===== src/rtl/sc_chain_bist.sv =====
// BIST controller for a library-flop shift chain: injects a 16-bit LFSR stream and checks the returned stream.
// Optional MISR signature output is enabled by defining SC_CHAIN_BIST_SIGNATURE_EN.
module sc_chain_bist #(
  parameter int CHAIN_LEN = 16,
  parameter int CNT_W     = 16
) (
  input  logic             CLK,
  input  logic             RST,
  input  logic             start,
  input  logic [CNT_W-1:0] pattern_len,
  output logic             chain_di,
  input  logic             chain_do,
  output logic             busy,
  output logic             done,
  output logic             pass,
  output logic [CNT_W-1:0] err_cnt,
`ifdef SC_CHAIN_BIST_SIGNATURE_EN
  output logic [CNT_W-1:0] first_err,
  output logic [15:0]      signature
`else
  output logic [CNT_W-1:0] first_err
`endif
);

  // j runs through FLUSH, then restarts at RUN entry and keeps counting through DRAIN (up to P+CHAIN_LEN-1).
  localparam int             JW   = CNT_W + $clog2(CHAIN_LEN + 1);
  localparam logic [JW-1:0]  CL_J = JW'(CHAIN_LEN);
  localparam logic [15:0]    SEED = 16'hACE1;

  typedef enum logic [2:0] {S_IDLE, S_FLUSH, S_RUN, S_DRAIN, S_DONE} state_t;

  state_t           state_q, state_d;
  logic [JW-1:0]    j_q, j_d;
  logic [CNT_W-1:0] plen_q, plen_d;
  logic [15:0]      gen_q, gen_d;
  logic [15:0]      ref_q, ref_d;
  logic [CNT_W-1:0] err_cnt_q, err_cnt_d;
  logic [CNT_W-1:0] first_err_q, first_err_d;
  logic             pass_q, pass_d;
`ifdef SC_CHAIN_BIST_SIGNATURE_EN
  logic [15:0]      sig_q, sig_d;
`endif

  logic [JW-1:0] p_j;
  logic          in_window;
  logic          mismatch;

  // Fibonacci step for x^16+x^14+x^13+x^11+1, shifting right.
  function automatic logic [15:0] lfsr_next(input logic [15:0] v);
    return {v[0] ^ v[2] ^ v[3] ^ v[5], v[15:1]};
  endfunction

  // NOTE: every register, state included, clears asynchronously so a mid-test RST aborts immediately.
  always_ff @(posedge CLK or posedge RST) begin
    if (RST) begin
      state_q     <= S_IDLE;
      j_q         <= '0;
      plen_q      <= '0;
      gen_q       <= SEED;
      ref_q       <= SEED;
      err_cnt_q   <= '0;
      first_err_q <= '1;
      pass_q      <= 1'b0;
`ifdef SC_CHAIN_BIST_SIGNATURE_EN
      sig_q       <= '0;
`endif
    end else begin
      state_q     <= state_d;
      j_q         <= j_d;
      plen_q      <= plen_d;
      gen_q       <= gen_d;
      ref_q       <= ref_d;
      err_cnt_q   <= err_cnt_d;
      first_err_q <= first_err_d;
      pass_q      <= pass_d;
`ifdef SC_CHAIN_BIST_SIGNATURE_EN
      sig_q       <= sig_d;
`endif
    end
  end

  assign p_j       = JW'(plen_q);
  assign in_window = ((state_q == S_RUN) || (state_q == S_DRAIN)) &&
                     (j_q >= CL_J) && (j_q < (CL_J + p_j));
  assign mismatch  = in_window && (chain_do != ref_q[0]);

  // NOTE: all next-state values default to their current value first, so no path can infer a latch.
  always_comb begin
    state_d     = state_q;
    j_d         = j_q;
    plen_d      = plen_q;
    gen_d       = gen_q;
    ref_d       = ref_q;
    err_cnt_d   = err_cnt_q;
    first_err_d = first_err_q;
    pass_d      = pass_q;
`ifdef SC_CHAIN_BIST_SIGNATURE_EN
    sig_d       = sig_q;
`endif

    // Compare window: chain_do here carries the bit launched CHAIN_LEN cycles earlier.
    if (in_window) begin
      ref_d = lfsr_next(ref_q);
`ifdef SC_CHAIN_BIST_SIGNATURE_EN
      sig_d = {sig_q[0] ^ sig_q[2] ^ sig_q[3] ^ sig_q[5] ^ chain_do, sig_q[15:1]};
`endif
      if (mismatch) begin
        if (err_cnt_q != {CNT_W{1'b1}}) err_cnt_d = err_cnt_q + 1'b1;
        if (err_cnt_q == '0)            first_err_d = CNT_W'(j_q - CL_J);
      end
    end

    case (state_q)
      S_IDLE: begin
        if (start) begin
          state_d     = S_FLUSH;
          j_d         = '0;
          plen_d      = pattern_len;
          gen_d       = SEED;
          ref_d       = SEED;
          err_cnt_d   = '0;
          first_err_d = '1;
          pass_d      = 1'b0;
`ifdef SC_CHAIN_BIST_SIGNATURE_EN
          sig_d       = '0;
`endif
        end
      end
      S_FLUSH: begin
        j_d = j_q + 1'b1;
        if (j_q == CL_J - 1'b1) begin
          j_d     = '0;
          state_d = (plen_q == '0) ? S_DRAIN : S_RUN;
        end
      end
      S_RUN: begin
        gen_d = lfsr_next(gen_q);
        j_d   = j_q + 1'b1;
        if (j_q == p_j - 1'b1) state_d = S_DRAIN;
      end
      S_DRAIN: begin
        j_d = j_q + 1'b1;
        if (j_q == p_j + CL_J - 1'b1) begin
          state_d = S_DONE;
          pass_d  = (err_cnt_d == '0);
        end
      end
      S_DONE: begin
        state_d = S_IDLE;
      end
      default: begin
        state_d = S_IDLE;
      end
    endcase
  end

  // chain_di is combinational so chain latency is exactly CHAIN_LEN flops.
  assign chain_di  = (state_q == S_RUN) && gen_q[0];
  assign busy      = (state_q != S_IDLE);
  assign done      = (state_q == S_DONE);
  assign pass      = pass_q;
  assign err_cnt   = err_cnt_q;
  assign first_err = first_err_q;
`ifdef SC_CHAIN_BIST_SIGNATURE_EN
  assign signature = sig_q;
`endif

endmodule


===== config.mk =====
export PLATFORM = sky130hd
export DESIGN_NAME = sc_chain_bist
export DESIGN_NICKNAME = d
export VERILOG_FILES = /design/src/rtl/sc_chain_bist.sv
export SDC_FILE = /design/constraint.sdc
export NUM_CORES = 1
export LEC_CHECK = 0
export CORE_MARGIN = 10
export CORE_UTILIZATION = 40
export CTS_CLUSTER_DIAMETER = 50
export CTS_CLUSTER_SIZE = 40
export DETAILED_ROUTE_END_ITERATION = 8
export GPL_ROUTABILITY_DRIVEN = 1
export GPL_TIMING_DRIVEN = 0
export HOLD_SLACK_MARGIN = 0.03
export PLACE_DENSITY_LB_ADDON = 0.1
export SLEW_MARGIN = 30
export SYNTH_ARGS = -nofsm -noshare
export SYNTH_HDL_FRONTEND = slang
export SYNTH_SLANG_ARGS = --single-unit

===== constraint.sdc =====
create_clock -name CLK -period 4.2 [get_ports CLK]
set_clock_uncertainty 0.05 [all_clocks]
set_input_delay 0.42 -clock CLK [delete_from_list [all_inputs] [get_ports CLK]]
set_output_delay 0.42 -clock CLK [all_outputs]
set_load 0.02 [all_outputs]

After elaboration in Yosys (flattened, before gate mapping)
Cells that the tools add are included.
- output and inout bits: 36
- input port bits: 20
- register bits: 105
- $lt $le $gt $ge: 2
- add/subtract/negate cells: 6
- mux-type cells: 27
- equal/unequal tests: 13
- reduce and logical (&&, ||, !) cells: 19
- bitwise operators: 6
- operators with widths (cell ; number):
    $mux 16 ; 14
    $pmux 21 s3 ; 1
    $logic_not 16->1 ; 3
    $eq 21x21->1 ; 2
    $mux 21 ; 2
    $pmux 16 s2 ; 1
    $add 21x1->21 const B ; 1
    $eq 21x4->1 const B ; 1
    $ge 21x5->1 const B ; 1
    $lt 21x17->1 ; 1
    $sub 17x1->18 const B ; 1
    $add 16x5->17 const B ; 1
    $sub 16x1->17 const B ; 1
    $add 16x1->16 const B ; 1
    $ne 16x16->1 const B ; 1
    $sub 16x5->16 const B ; 1
    $mux 3 ; 4
    $pmux 3 s4 ; 1
    $eq 3x2->1 const B ; 2
    $reduce_and 2->1 ; 3
    $reduce_bool 3->1 ; 2
    $xor 1x1->1 ; 6
    $logic_and 1x1->1 ; 4
    $ne 2x1->1 const B ; 2
    other kinds (12) ; 16

Longest topological paths before layout
- depth in word-level cells: 10
- gate-level depth with buffers: 18
- depth with buffers taken out: 14

Worst setup path after synthesis
No wires, ideal clock.
- path kind: register to register
- from: register plen_q[5]
- to: register first_err_q[11], in the netlist first_err[11]
- buffers on the path: 3
- stages on the path, launching flop included: 18
- library setup time: 0.090 ns
- path slack: 0.019 ns
- period minus slack after synthesis: 4.181 ns
- data required time: 4.060 ns
- data arrival time: 4.040 ns
- cell sequence: dfrtp_1 ha_1 nand3_1 or3_1 and2_1 ha_1 a21o_1 a21o_1 a21o_1 o311ai_0 a22oi_1 nand2b_4 buf_6 or4b_1 buf_6 buf_6 mux2i_1 nand2_1
- longest elaborated chain between the ends: 8
- RTL lines (what ; RTL line ; text):
    start: declaration ; 34 ; logic [CNT_W-1:0] plen_q, plen_d;
    start signal: assignment ; 70 ; plen_q <= plen_d;
    $add 16x5->17 * ; 84 ; (j_q >= CL_J) && (j_q < (CL_J + p_j));
    $lt 21x17->1 * ; 84 ;
    $logic_and 1x1->1 * ; 84 ;
    $logic_and 1x1->1 ; 85 ; assign mismatch = in_window && (chain_do != ref_q[0]);
    $mux 16 ; 107 ; if (mismatch) begin
    $mux 16 * ; 102 ; if (in_window) begin
    $mux 16 ; 115 ; if (start) begin
    $mux 16 * ; 113 ; case (state_q)
    net first_err_d[11] ; 38 ; logic [CNT_W-1:0] first_err_q, first_err_d;
    end signal: assignment ; 74 ; first_err_q <= first_err_d;
    end: declaration ; 38 ;
The timed path passes the listed nets; every way through them passes the cells marked *.
A chain may end at the register's enable or synchronous reset.

Worst setup path in the final report
- from: register plen_q[4]
- to: register first_err_q[3], in the netlist first_err[3]
The elaborated chain is that of the path after synthesis.

==> results.py <==
metrics = {
    "status": {
        "status": "complete, no violations",
    },
    "synth": {
        "synth_commonest_cells": "nand2_1 (131), nor2_1 (85), dfrtp_1 (73)",
        "yosysTopAreaCellShare_pct": 25.2,
        "synth.distinct_cells": 65,
        "yosys.area.top_type": "dfrtp_1",
        "synth-seq-cells": 105,
        "synthTopCellsByArea": "dfrtp_1 (25%), dfstp_2 (12%), xnor2_1 (7.2%), nand2_1 (6.8%), mux2i_1 (4.8%)",
        "synth_area_sq_mm": 0.00725,
        "ys_seq_area_share_pct": 36.8,
        "syn_inst": 850,
        "yosysWarnings": 0,
        "postSynthNetCount": 896,
        "synth_most_common_cell": "nand2_1",
        "synth.avg_cell_area_sq_um": 8.53,
        "synthFlopType": "dfrtp_1",
        "synth-edff-count": 0,
        "synthArstFlopShare_pct": 100,
    },
    "global_route": {
        "grt.overflow.total": 0,
        "antenna_found_initial": 0,
        "grt_max_degree": 81,
        "grtUsageTotal_pct": 16.5,
        "grt_pass1_wl_mm": 32.3,
        "grt_pass1_vias": 5955,
    },
    "route": {
        "vias": 6273,
        "first_iter_violations": 299,
        "wl_per_cell_um": 17.1,
        "viasPerCell": 5.38,
        "detail-route-antenna-nets": 0,
        "drc_errors": 0,
        "dr.pass1.iters": 5,
        "routed_wl_mm": 19.9,
    },
    "placed_design": {
        "dp.final_hpwl_mm": 14.7,
        "place_congestion": 0.865,
        "io_buffers": 55,
        "place_inst": 1135,
    },
    "floorplanning": {
        "rows": 49,
        "ioPinCount": 56,
        "die_y_um": 155,
        "core_region_area_sq_mm": 0.0179,
        "die_w_um": 155,
        "start_util_pct": 40.5,
        "die-area_sq_mm": 0.0239,
    },
    "setup_path": {
        "critPathMaxFanout": 10,
        "cp.arrival_ps": 4220,
        "cpPeakStageDelay_ps": 600,
        "crit_top_cell": "a21o_1",
        "critPathSlowestCell": "or4b_4",
        "crit_buf_inv": 2,
        "required_ps": 4420,
        "worstSetupPathType": "reg2reg",
        "end_kind": "flip-flop",
        "start_kind": "flip-flop",
        "cp_top_family": "simple AND/OR/NAND/NOR gates",
        "crit_chain": "ha_4, nand3_4, or3_4, and2_1, ha_1, a21o_1, a21o_1, a21o_1, o311ai_2, a22oi_2, nand2b_4, buf_6, or4b_4, buf_6, mux2i_1, nand2_1",
    },
    "clock_tree": {
        "cts_made_buffers": 9,
        "cts_sinks": 105,
        "h-tree-depth": 3,
        "cts_root_buf": "clkbuf_16",
        "cts_tree": "done",
        "clock_path_buffers": 2,
        "worstSkewPairLatency_ps": 360,
        "clk_pin_slew_ps": 80,
    },
    "timing": {
        "max_freq_mhz": 250,
        "setup_viol": 0,
        "slew_viol_final": 0,
        "timing.hold.ws_ps": 345,
        "post-route-period-util_pct": 95.2,
        "tightest_slew_ps": 869,
        "final_hold_viol_count": 0,
        "max_slew_margin_pct": 41.6,
        "period_minus_slack_ps": 4000,
        "grt_setup_unrepaired": "false",
        "setup_tns_ps": 0,
    },
    "run": {
        "maxCapViolCount": 0,
    },
    "finish": {
        "drive_gt1_share_pct": 12.4,
        "multi_input_area_sq_mm": 0.00436,
        "num-nets-final": 978,
        "syn_to_final_growth_pct": 20.7,
        "fillCellCount": 1741,
        "regArea_sq_mm": 0.00267,
        "final_cells": 1167,
    },
    "pwr": {
        "ir_worst_vdd_mv": 0.278,
        "power.leakage_nw": 3.71,
        "pwr_density_cell_mw_per_mm2": 464,
    },
    "worst_hold_path": {
        "min_path_type": "in2async",
    },
}
## power breakdown
part | switching (mW) | total (mW) | internal [mW]
clock network | 0.424 | 0.957 | 0.534
logic | 1.10 | 1.80 | 0.699
registers | 0.135 | 1.31 | 1.17
total | 1.66 | 4.06 | 2.40
## per-stage QoR
stage / setup WS [ps] / total power, mW / util (%) / cell area [sq um]
after floorplan: 19.3 / 2.54 / - / 7250
after global placement: -814 / 2.97 / 45.2 / 8090
after detailed placement: -763 / 2.98 / 45.4 / 8120
after CTS: 19.1 / 4.04 / 47.9 / 8580
after global routing: 3.27 / 4.37 / 48.9 / 8750
final: 203 / 4.06 / 48.9 / 8750
## kinds of logic (layout without fill, tap and decap cells)
family | Yosys count | in the layout | synth area share, %
multiplexers | 35 | 35 | 4.83
AND/OR/NAND/NOR | 392 | 392 | 26.7
AO/OA/AOI/OAI | 121 | 121 | 11.2
other | 0 | 1 | 0
flip-flops | 105 | 105 | 36.8
adder cells (fa/ha/maj) | 26 | 26 | 4.49
buffers and inverters | 82 | 169 | 4.64
XOR/XNOR | 89 | 89 | 11.3
## cell type report
class                   instances  share of cell area [%]
diodes                          1                  0.0286
plain buffers                  52                    3.00
clock buffers                  10                    2.62
clock inverters                 6                    1.10
inverters                      28                    1.29
multi-input cells             663                    49.9
flip-flops and latches        105                    30.5
well taps                     229                    3.27
repair buffers                 73                    8.30
## layer usage
| metal | track usage, % | wire (um) |
|---|---|---|
| met1 | 22.2 | 9450 |
| met2 | 26.2 | 9200 |
| met3 | 4.05 | 992 |
| met4 | 3.69 | 269 |
| met5 | 0 | 0 |
## state kept, by name (all words and copies together) (netlist names)
| register | cells |
|---|---|
| plen_q | 16 |
| pass | 1 |
| err_cnt | 16 |
| first_err | 16 |
| j_q | 21 |
| gen_q | 16 |
| ref_q | 16 |
| state_q | 3 |
## what timing repair did
| item | CTS | global route |
|---|---|---|
| buffers inserted | 3 | 13 |
| endpoints found under the setup margin | 42 | 16 |
| hold buffers | 0 | 0 |
| pin swaps | 1 | 7 |
| resized for setup | 30 | 20 |
| cloned | 0 | 1 |
| endpoints found under the hold margin | 0 | 0 |
## layout by cell type (no fill, tap or decap), types with 26 or more instances in the layout
master and instances:
nand2_1 131, nor2_1 85, dfrtp_1 69, xnor2_1 59, clkdlybuf4s50_1 55, o21ai_0 41, clkbuf_1 38, nand3_1 36
mux2i_1 35, dfstp_2 32, nor3_1 29, inv_1 27, xor2_1 26
## final timing paths
check                               start      endpoint  slack [ps]  depth (start not counted)
worst min register to register  gen_q[11]     gen_q[10]         430                          2
worst max-delay path            plen_q[4]  first_err[3]         200                         16
worst max register to register  plen_q[4]  first_err[3]         200                         16
min in group CLK                gen_q[11]     gen_q[10]         430                          2
max in group asynchronous             RST     plen_q[6]        3070                          3
worst min-delay path                  RST      gen_q[1]         350                          2
(Power assumes the default switching activity.)
==> RTL edit 1 (same flow settings) <==
`CHAIN_LEN`: 16 -> 32.
--- a/src/rtl/sc_chain_bist.sv
+++ b/src/rtl/sc_chain_bist.sv
@@ -2,5 +2,5 @@
 // Optional MISR signature output is enabled by defining SC_CHAIN_BIST_SIGNATURE_EN.
 module sc_chain_bist #(
-  parameter int CHAIN_LEN = 16,
+  parameter int CHAIN_LEN = 32,
   parameter int CNT_W     = 16
 ) (
Function: no difference found for any inputs over 10 cycles, from zero or initial values and one cycle with RST high; that may be too few to reach the edited logic, so the function may still have changed.
==> RTL edit 1 against the unedited design <==
Sequential cell count is 1 higher. Setup slack better by 0.041 ns. Clock power is 11% lower. Combinational power is 34% higher. Design area is 3.0% lower. Area after synthesis hardly changed. Routed wire length is 0.85% lower. Power is 22% higher.
==> RTL edit 1: results (changes against the unedited design) <==
logic_synthesis:
  synth-compound-area-share_pct: 12.1  # +0.85 points
  synth_commonest_cells: "nand2_1, nor2_1, dfrtp_1"
  synth_xor_area_share_pct: 10.8  # -0.48 points
  ys_seq_area_share_pct: 37.1  # +0.35 points
  syn_inst: 857  # +0.82%
  synthTopCellsByArea: "dfrtp_1, dfstp_2, nand2_1"
  synth.area.mux_share_pct: 0.984  # -3.8 points
pwr:
  leakage_nw: 3.52  # -5.2%
  switching_share_pct: 42.8  # +1.9 points
finish:
  multi_input_area_um2: 4230  # -3.2%
  final.fill_count: 1798  # +3.3%
  largest_reg_flops: 22  # +4.8%
  antennaDiodeCount: 0  # -1
  nNetsFinal: 971  # -0.72%
run_status:
  outcome: "finished clean"
place:
  place_congestion: 0.896  # +3.6%
  place_inst: 1142  # +0.62%
  dp_hpwl_um: 14600  # -0.77%
sta:
  whs_ns: 0.364  # +0.0185 ns
  fmax_ghz: 0.253  # +1.0%
  relSlewSlack_pct: 47.3  # +5.7 points
setup_path:
  critPathArrivalTime_ns: 4.17  # -0.05 ns
  rrSetupSlack_ns: 0.24  # +0.04 ns
routing:
  routed_wl_um: 19700  # -0.85%
  drtIter0Drc: 355  # +19%
global_route:
  grt_pass1_wl_um: 32900  # +2.1%
-- RTL edit 1: final timing paths --
kind                           start            end  cells after the start
max reg2reg                plen_q[5]   first_err[7]                     13
min in group CLK            gen_q[7]       gen_q[6]                      2
max in group asynchronous        RST  first_err[13]                      3
max                        plen_q[5]   first_err[7]                     13
min                              RST       gen_q[8]                      2
min reg2reg                 gen_q[7]       gen_q[6]                      2
-- RTL edit 1: logic make-up (layout without fill, tap and decap cells) --
group                      count (synthesis)  after routing
adders and majority gates                 26             26
muxes                                      7              7
xor gates and xnor gates                  88             88
buffers and inverters                     86            159
AOI/OAI and AO/OA                        132            132
and+or+nand+nor                          412            412
DFF                                      106            106
-- RTL edit 1: layout make-up --
cell class                 instances  area share, %
buffer                            59           3.61
clock inverter                     7          0.693
sequential                       106           31.7
tap                              229           3.37
timing repair buffer              57           6.90
multi-input combinational        665           49.8
inverter                          27           1.28
clock buffer                       9           2.65
-- RTL edit 1: power by group through the flow --
stage	combinational, mW	clock (mW)	sequential [mW]
floorplan	1.68	0	1.73
global placement	2.35	0	1.70
detailed placement	2.37	0	1.70
CTS	2.39	0.879	1.68
global route	2.71	0.918	1.73
finish	2.41	0.851	1.68
-- RTL edit 1: critical path: stages, from the launching register on --
cell	delay (ns)
dfrtp_2	0.48
ha_2	0.26
nand4_4	0.18
o21a_1	0.29
nor2_1	0.21
ha_1	0.28
and4_1	0.22
a221oi_1	0.31
a211oi_2	0.20
or3_1	0.40
or4_1	0.52
buf_2	0.20
nor3_2	0.16
o21ai_1	0.07
-- RTL edit 1: repair_timing --
item / CTS / global route
endpoints found under the setup margin: 38 / 22
pin swaps: 0 / 3
buffers inserted: 0 / 1
gates cloned: 0 / 0
resized for setup: 4 / 11
-- RTL edit 1: layer usage --
metal	routed length (µm)	track usage, %	vias up
met5	0	0	-
met4	245	3.82	0
met3	955	4.10	17
met2	9630	28.4	97
met1	8910	21.0	3035
li1	-	-	3110
==> RTL edit 2 (same flow settings) <==
Without the edit above. `j_q` no longer has a reset.
--- a/src/rtl/sc_chain_bist.sv
+++ b/src/rtl/sc_chain_bist.sv
@@ -55,5 +55,4 @@
     if (RST) begin
       state_q     <= S_IDLE;
-      j_q         <= '0;
       plen_q      <= '0;
       gen_q       <= SEED;
@@ -67,5 +66,4 @@
     end else begin
       state_q     <= state_d;
-      j_q         <= j_d;
       plen_q      <= plen_d;
       gen_q       <= gen_d;
@@ -78,4 +76,8 @@
 `endif
     end
+  end
+
+  always_ff @(posedge CLK) begin
+    j_q <= j_d;
   end
 
Function: no difference found for any inputs over 10 cycles, from zero or initial values and one cycle with RST high; that may be too few to reach the edited logic, so the function may still have changed.
==> RTL edit 2 against the unedited design <==
Synthesized cell count is 4.6% lower. Design area is 3.3% lower. Area after synthesis is 0.90% lower. Routed wire length is 5.1% lower. Sequential cell count stayed put. Sequential share of layout area is 2.2 points higher. Setup slack worse by 0.015 ns. Global-route usage is 0.84 points lower. Highest routed layer unchanged.
Power is not compared: it rests on default switching activity, and its combinational part moved more than twofold at a synthesized area within 25%.
==> RTL edit 2: results (changes against the unedited design) <==
run_status:
  outcome: "finished clean"
routing:
  routed_wl_um: 18900  # -5.1%
  drtIter0Drc: 315  # +5.4%
  met2_wirelength_um: 8620  # -6.3%
  wl_met1_um: 9050  # -4.3%
setup_path:
  reg2reg_to: "pass"
  reg2reg_depth: 17  # +1
  rr_startpoint: "plen_q[9]"
logic_synthesis:
  synth_edf_count: 21  # +21
  synth_nets: 857  # -4.4%
  synth_commonest_cells: "nand2_1, nor2_1, xnor2_1"
  synthTopCellsByArea: "dfrtp_1, dfstp_2, edfxtp_1"
  synthArstFlopShare_pct: 80.0  # -20 points
  yosysUniqueCellTypes: 74  # +14%
  ys_seq_area_share_pct: 38.6  # +1.8 points
place:
  place_congestion: 0.895  # +3.5%
  dp_hpwl_um: 14300  # -2.7%
finish:
  nNetsFinal: 930  # -4.9%
  antennaDiodeCount: 0  # -1
  drive_gt1_share_pct: 12.6  # +0.22 points
  final.fill_count: 1655  # -4.9%
global_route:
  grt_usage_pct: 15.7  # -0.84 points
  grt_max_degree: 49  # -40%
  grt_pass1_wl_um: 30500  # -5.4%
sta:
  relSlewSlack_pct: 53.7  # +12 points
==> RTL edit 2: changes by cell type in the layout (fill, tap and decap cells not counted), sizes merged, moves of 6 or more <==
cell    delta
a31oi      -6
edfxtp    +21
nand2     -14
clkbuf    -13
dfrtp     -21
nand3      -6
or3        -8
==> RTL edit 2: worst max-delay path by stage <==
stage | end | slack (ns) | cells after the start
2_1_floorplan | pass | 0.76 | 16
3_3_place_gp | plen_q[8] | 0.16 | 2
3_5_place_dp | pass | 0.12 | 15
4_1_cts | pass | 0.06 | 15
5_1_grt | pass | 0.02 | 17
6_report | pass | 0.19 | 17
==> RTL edit 2: per-stage QoR <==
stage | setup slack, ns | area [µm²] | cells | hold slack [ns]
global route | 0.0213 | 8470 | 1114 | 0.399
detailed placement | 0.120 | 8090 | 1093 | 0.427
finish | 0.189 | 8470 | 1114 | 0.365
global placement | 0.161 | 8020 | 1091 | 0.413
CTS | 0.0582 | 8400 | 1109 | 0.377
floorplan | 0.756 | 7190 | 811 | 0.400
==> RTL edit 2: final cells by class <==
type,instances,area (µm²),area share (%)
Tap cell,225,282,3.32
Clock buffer,10,250,2.96
Multi-Input combinational cell,627,4100,48.4
Buffer,48,239,2.82
Inverter,31,121,1.43
Clock inverter,6,57.6,0.680
Timing Repair Buffer,62,643,7.59
Sequential cell,105,2770,32.8
==> RTL edit 2: kinds of logic (layout without fill, tap and decap cells) <==
logic type	after synthesis	in the layout	synth area share, %
xor+xnor	96	96	12.0
compound gates	103	103	9.35
buf+inv	79	157	4.91
flops	105	105	38.6
simple gates	365	365	25.4
mux	37	37	5.22
fa+ha+maj	26	26	4.53
==> RTL edit 2: routing by layer <==
metal,GRT usage [%],vias up
met5,0,-
met4,5.40,0
met3,3.43,22
met2,24.6,121
met1,20.8,2863
li1,-,2950
==> RTL edit 2: repair_timing <==
action	in CTS	in global routing
hold buffers	0	0
gates resized for setup	0	9
setup endpoints to repair	0	23
buffers inserted	0	5
==> RTL edit 2: critical path, cell delays in order (launching register included) <==
cell	delay (ns)
dfrtp_1	0.34
buf_4	0.17
nand4_2	0.19
buf_6	0.20
nor3_4	0.26
xor2_2	0.23
inv_2	0.08
ha_1	0.23
nor2_1	0.09
nor4b_1	0.25
and4b_1	0.26
o21ai_1	0.21
nand3_2	0.23
buf_6	0.22
or3_4	0.39
a22oi_2	0.19
nand4_1	0.15
o2bb2ai_1	0.16
==> RTL edit 2: where the power goes <==
part | internal [mW] | leakage [nW] | switching (mW) | total [mW]
registers | 1.22 | 1.23 | 0.109 | 1.32
logic | 0.282 | 2.29 | 0.342 | 0.624
clock network | 0.451 | 0.151 | 0.440 | 0.891
